--- config.mk ---
export PLATFORM = sky130hd
export DESIGN_NAME = emat_acq_sequencer
export DESIGN_NICKNAME = d
export VERILOG_FILES = /design/src/rtl/emat_pkg.sv /design/src/rtl/emat_down_counter.sv /design/src/rtl/emat_acq_sequencer.sv
export SDC_FILE = /design/constraint.sdc
export NUM_CORES = 1
export LEC_CHECK = 0
export CAP_MARGIN = 20
export CORE_MARGIN = 10
export CORE_UTILIZATION = 39
export CTS_CLUSTER_DIAMETER = 60
export DETAILED_ROUTE_END_ITERATION = 6
export GPL_TIMING_DRIVEN = 0
export HOLD_SLACK_MARGIN = 0.05
export REMOVE_ABC_BUFFERS = 1
export SETUP_SLACK_MARGIN = 0.02
export SYNTH_ARGS = -nofsm -noshare
export SYNTH_HDL_FRONTEND = slang
export SYNTH_HIERARCHICAL = 1
export SYNTH_SLANG_ARGS = --single-unit
export TNS_END_PERCENT = 100
--- constraint.sdc ---
create_clock -name clk -period 3.74 [get_ports clk]
set_input_delay 1.122 -clock clk [delete_from_list [all_inputs] [get_ports clk]]
set_output_delay 1.122 -clock clk [all_outputs]
set_load 0.05 [all_outputs]
--- src/rtl/emat_pkg.sv ---
// Shared types and default widths for the EMAT acquisition sequencer.
package emat_pkg;

    localparam int SHOT_W_DEF   = 4;
    localparam int PRF_W_DEF    = 24;
    localparam int DLY_W_DEF    = 16;
    localparam int WDOG_CYC_DEF = 1000000;

    typedef enum logic [3:0] {
        IDLE      = 4'd0,
        FIRE      = 4'd1,
        BLANK     = 4'd2,
        CAPT      = 4'd3,
        WAIT_FULL = 4'd4,
        WAIT_PRF  = 4'd5,
        WAIT_RDY  = 4'd6,
        DRAIN     = 4'd7,
        DONE      = 4'd8
    } state_t;

endpackage

--- src/rtl/emat_down_counter.sv ---
// Loadable down counter that stops at zero and flags it.
module emat_down_counter #(
    parameter int W = 16
) (
    input  logic         clk,
    input  logic         reset,
    input  logic         load,
    input  logic [W-1:0] load_val,
    input  logic         en,
    output logic         zero
);

    logic [W-1:0] count;

    always_ff @(posedge clk or posedge reset) begin
        if (reset) begin
            count <= '0;
        end else if (load) begin
            count <= load_val;
        end else if (en && count != '0) begin
            count <= count - W'(1);
        end
    end

    assign zero = (count == '0);

endmodule

--- src/rtl/emat_acq_sequencer.sv ---
// Sequences one EMAT measurement: fire, blank, capture N shots, hand off readout.
// Optional watchdog on the waiting states is built when ACQ_WDOG_EN is defined.
module emat_acq_sequencer
    import emat_pkg::*;
#(
    parameter int SHOT_W   = SHOT_W_DEF,
    parameter int PRF_W    = PRF_W_DEF,
    parameter int DLY_W    = DLY_W_DEF,
    parameter int WDOG_CYC = WDOG_CYC_DEF
) (
    input  logic              clk,
    input  logic              reset,
    input  logic              start,
    input  logic              abort,
    input  logic [SHOT_W-1:0] shot_count,
    input  logic [PRF_W-1:0]  prf_period,
    input  logic [DLY_W-1:0]  blank_dly,
    input  logic              avg_full,
    input  logic              avg_ready,
    input  logic              arm_rd_ready,
    output logic              tx_fire,
    output logic              cap_start,
    output logic              dout_enable,
    output logic              busy,
    output logic              done,
    output logic              err_timeout,
    output logic [SHOT_W-1:0] shot_idx
);

    state_t state, state_nxt;

    logic [SHOT_W-1:0] shots_q;
    logic [PRF_W-1:0]  prf_q;
    logic [DLY_W-1:0]  blank_q;
    logic [PRF_W-1:0]  period;
    logic [DLY_W-1:0]  blank_load;
    logic [SHOT_W:0]   shot_inc;
    logic              prf_hit;
    logic              blank_zero;
    logic              accept;
    logic              timeout;

    assign accept   = (state == IDLE) && start && !abort;
    assign shot_inc = {1'b0, shot_idx} + {{SHOT_W{1'b0}}, 1'b1};
    // Late-running captures simply fire again on the next cycle.
    assign prf_hit  = ({1'b0, period} + {{PRF_W{1'b0}}, 1'b1}) >= {1'b0, prf_q};
    // BLANK lasts blank_dly cycles, but never less than one.
    assign blank_load = (blank_q == '0) ? '0 : blank_q - DLY_W'(1);

    emat_down_counter #(.W(DLY_W)) u_blank (
        .clk      (clk),
        .reset    (reset),
        .load     (state == FIRE),
        .load_val (blank_load),
        .en       (state == BLANK),
        .zero     (blank_zero)
    );

`ifdef ACQ_WDOG_EN
    localparam int WD_W = $clog2(WDOG_CYC + 1);

    logic wd_in;
    logic wd_enter;
    logic wd_zero;

    assign wd_in    = (state == WAIT_FULL) || (state == WAIT_RDY)
                   || (state == DRAIN);
    assign wd_enter = (state_nxt != state)
                   && ((state_nxt == WAIT_FULL) || (state_nxt == WAIT_RDY)
                   ||  (state_nxt == DRAIN));

    emat_down_counter #(.W(WD_W)) u_wdog (
        .clk      (clk),
        .reset    (reset),
        .load     (wd_enter),
        .load_val (WD_W'(WDOG_CYC - 1)),
        .en       (wd_in),
        .zero     (wd_zero)
    );

    assign timeout = wd_in && wd_zero;

    always_ff @(posedge clk or posedge reset) begin
        if (reset) begin
            err_timeout <= 1'b0;
        end else if (accept) begin
            err_timeout <= 1'b0;
        end else if (timeout) begin
            err_timeout <= 1'b1;
        end
    end
`else
    assign timeout     = 1'b0;
    assign err_timeout = 1'b0;
`endif

    always_comb begin
        state_nxt = state;
        unique case (state)
            IDLE:      if (start) state_nxt = FIRE;
            FIRE:      state_nxt = BLANK;
            BLANK:     if (blank_zero) state_nxt = CAPT;
            CAPT:      state_nxt = WAIT_FULL;
            WAIT_FULL: begin
                if (avg_full) begin
                    state_nxt = (shot_inc >= {1'b0, shots_q}) ? WAIT_RDY
                                                              : WAIT_PRF;
                end
            end
            WAIT_PRF:  if (prf_hit) state_nxt = FIRE;
            WAIT_RDY:  if (avg_ready && arm_rd_ready) state_nxt = DRAIN;
            DRAIN:     if (!avg_ready) state_nxt = DONE;
            DONE:      state_nxt = IDLE;
            default:   state_nxt = IDLE;
        endcase
        if (timeout) state_nxt = IDLE;
        if (abort)   state_nxt = IDLE;
    end

    always_ff @(posedge clk or posedge reset) begin
        if (reset) begin
            state <= IDLE;
        end else begin
            state <= state_nxt;
        end
    end

    // Strobes are registered from the next state so they align with it.
    always_ff @(posedge clk or posedge reset) begin
        if (reset) begin
            tx_fire     <= 1'b0;
            cap_start   <= 1'b0;
            dout_enable <= 1'b0;
            done        <= 1'b0;
            busy        <= 1'b0;
        end else begin
            tx_fire     <= (state_nxt == FIRE);
            cap_start   <= (state_nxt == CAPT);
            dout_enable <= (state == WAIT_RDY) && (state_nxt == DRAIN);
            done        <= (state_nxt == DONE);
            busy        <= (state_nxt != IDLE);
        end
    end

    always_ff @(posedge clk or posedge reset) begin
        if (reset) begin
            shots_q  <= '0;
            prf_q    <= '0;
            blank_q  <= '0;
            shot_idx <= '0;
        end else if (accept) begin
            shots_q  <= (shot_count == '0) ? SHOT_W'(1) : shot_count;
            prf_q    <= prf_period;
            blank_q  <= blank_dly;
            shot_idx <= '0;
        end else if (state == WAIT_FULL
                  && (state_nxt == WAIT_RDY || state_nxt == WAIT_PRF)) begin
            shot_idx <= shot_inc[SHOT_W-1:0];
        end
    end

    always_ff @(posedge clk or posedge reset) begin
        if (reset) begin
            period <= '0;
        end else if (state_nxt == FIRE) begin
            period <= '0;
        end else if (period != '1) begin
            period <= period + PRF_W'(1);
        end
    end

endmodule

==> results.tsv <==
stage	metric	value	unit
outcome	status	finished clean	
worst_setup_path	reg2reg_from	period[2]	
detailed_routing	antenna_left	0	
detailed_routing	wire_per_inst	16.1	um
worst_setup_path	cp-end-kind	flop	
floorplanning	fp.dieH	143	um
worst_setup_path	slowest_delay	390	ps
final_layout	antennaDiodeCount	0	
detailed_routing	first_pass_iters	4	
power	max-vdd-ir-drop	0.273	mV
synthesis	ys.flop_type	dfrtp_1	
timing	slew_headroom	36.0	%
floorplanning	dieArea	20300	um2
detailed_routing	drt-initial-drc-count	337	
clock_network	cts_buffers	9	
worst_hold_path	min_to	shots_q[0]	
final_layout	final_nets	735	
synthesis	syn_avg_cell_area	9.83	um2
global_route	first_global_vias	4580	
floorplanning	core	14600	um2
clock_network	clockBufferDepth	2	
global_route	grt_pass1_wl	23000	um
timing	maxSlewViolCount	0	
detailed_routing	routed_wirelength	13500	um
worst_hold_path	hold_start	shots_q[0]	
synthesis	yosysTopAreaCell	dfrtp_1	
clock_network	tritoncts	built	
run	cap_viol_max_count	0	
worst_setup_path	worstPathMaxFanout	15	
timing	setup-violations-final	0	
timing	fmax	284	MHz
worst_setup_path	r2r-end	period[22]	
clock_network	cts_hold_buf	0	
placed_design	dp_hpwl	10300	um
final_layout	fillerInstances	1390	
global_route	track_usage	13.9	%
worst_hold_path	hold_path_class	reg -> reg	
worst_setup_path	cp.arrival	3780	ps
worst_setup_path	crit_slowest_cell	dfrtp_1	
timing	finalHoldViolCount	0	
final_layout	multi_input_area	3240	um2
placed_design	place_inst	823	
timing	min_period	3520	ps
synthesis	synth_area	5860	um2
global_route	antenna_found_initial	0	
final_layout	post_layout_nonfiller_instances	838	
synthesis	synthTopCellsByArea	dfrtp_1, mux2_2, ha_1	
placed_design	routabilityCongestion	0.852	
clock_network	cts.sinks	97	
floorplanning	die_x	143	um
power	p_leak	3.04	nW
synthesis	synth-edff-count	0	
timing	fin_worst_skew	6.55	ps
floorplanning	ios	61	
detailed_routing	num_vias	4561	
synthesis	ys_seq_elements	97	
worst_setup_path	crit_path_start_kind	flop	
timing	rsz0062_at_grt	false	
detailed_routing	route.detailed.drc	0	
synthesis	synth_top_area_share	41.4	%
placed_design	placed_cell_area	6650	um2
clock_network	clk_latency	340	ps
timing	hold_ws	495	ps
final_layout	drive_above_1_share	14.7	%
synthesis	seq_area_frac_synth	41.4	%
final_layout	layout_common_cells	dfrtp_1, nor2_1, clkdlybuf4s50_1	
worst_setup_path	startpoint	period[2]	
clock_network	root_buffer	clkbuf_16	
timing	period_share	94.2	%
worst_setup_path	ff2ff_setup_slack	220	ps
synthesis	synth_cells	596	
clock_network	clk_pin_slew	60	ps
global_route	grt_max_degree	68	
timing	tightest_slew	946	ps
power	p_per_area	659	nW/um2
detailed_routing	via_per_inst	5.44	
final_layout	layout.cells.most_common	dfrtp_1	
worst_setup_path	worstSetupPathType	reg -> reg	
placed_design	io_buffers	59	
final_layout	area_delta_synth_final	19.0	%
worst_hold_path	min_path_cells	2	
floorplanning	start_util	40.0	%
synthesis	yosysUniqueCellTypes	69	
worst_setup_path	reg2regPathDepth	12	
clock_network	h-tree-depth	3	
worst_setup_path	required	4000	ps
final_layout	layout.area.seq	2430	um2
synthesis	async_flop_share	100	%
global_route	grt-ovfl-total	0	
floorplanning	rows	44	
synthesis	synth_warnings	6	
worst_setup_path	crit_chain	and3_2, and4_4, nand3_2, nor3_4, xor2_1, ha_1, or3b_1, a211o_1, nor3_2, nand4_2, o211a_4, nor3_1	
final_layout	fin_area	6970	um2
## area by class of cell
type	count	share of cell area, %
Multi-Input combinational cell	439	46.5
Sequential cell	97	34.8
Timing Repair Buffer	65	9.60
Clock buffer	12	3.53
Tap cell	184	3.30
Inverter	40	2.19
Clock inverter	1	0.0718
## stage by stage
stage,util (%),setup TNS (ps),power [W],setup slack [ps]
after CTS,47.4,0,0.00463,66.7
after floorplan,-,0,0.00319,538
after detailed placement,45.4,-1690,0.00374,-180
after global routing,47.6,0,0.00499,40.8
final,47.6,0,0.00460,216
after global placement,44.9,-113280,0.00365,-926
## kinds of logic after synthesis
kind of cell	Yosys count	synth area share, %
simple gates	225	20.6
flops	97	41.4
compound gates	93	11.5
buf+inv	60	4.29
mux	52	9.86
xor+xnor	36	5.38
fa+ha+maj	32	6.83
other cells	1	0.0640
## sequential cells by signal (all words and copies together), names as in the netlist, 4 cells and up
signal         count
shot_idx           4
state              4
u_blank/count     16
blank_q           16
shots_q            4
prf_q             24
period            24
## per-layer routing
layer  vias up  global-route usage, %  wire [um]
met4         0                   4.89        240
met3        16                   2.30        409
met2        76                   21.7       6250
li1       2238                      -          -
met1      2231                   18.9       6630
met5         -                      0          0
## critical path, delay by kind of cell, from the launching register on
| family | cells | cell delay, ps |
|---|---|---|
| AND/OR/NAND/NOR | 8 | 2050 |
| XOR/XNOR | 1 | 100 |
| AO/OA/AOI/OAI | 2 | 700 |
| adder cells (fa/ha/maj) | 1 | 190 |
| flip-flops | 1 | 390 |
## synth_stat cells (2+ instances only)
cell	count
a211o_1	3
a211oi_1	3
a21oi_1	18
a2bb2oi_1	3
a311o_1	2
a311oi_1	2
a31o_2	3
a31oi_1	9
and2_1	6
and3_1	8
and4_1	2
and4_4	2
buf_2	6
buf_6	2
clkbuf_1	10
dfrtp_1	97
ha_1	32
inv_1	39
mux2_2	46
mux2i_1	6
nand2_1	37
nand2b_1	3
nand3_1	17
nand3b_1	2
nand4_1	11
nand4_2	2
nor2_1	72
nor2b_1	6
nor3_1	19
nor3b_1	4
nor4_1	6
nor4b_1	3
o211ai_1	5
o21a_1	4
o21ai_0	17
o22a_1	8
o31ai_1	3
or3_1	6
or4_1	7
or4_4	2
xnor2_1	22
xor2_1	14
## power breakdown
part	leakage [nW]	internal [W]	switching, W
Combinational	1.71	0.000927	0.000984
Clock	0.124	0.000458	0.000379
Sequential	1.21	0.00145	0.000398
## timing repair
action                     in CTS  in global routing
setup buffers                   2                  0
setup endpoints to repair      13                 28
gates resized for setup         4                  8
pin swaps                       1                  1
## worst max path at each step
| stage | to | slack, ps | cells past startpoint |
|---|---|---|---|
| global route | period[19] | 40 | 13 |
| CTS | period[22] | 70 | 12 |
| detailed placement | cap_start | -180 | 12 |
| global placement | shots_q[0] | -930 | 2 |
| finish | period[22] | 220 | 12 |
| floorplan | blank_q[0] | 540 | 1 |
Power figures use the tool's default switching activity.
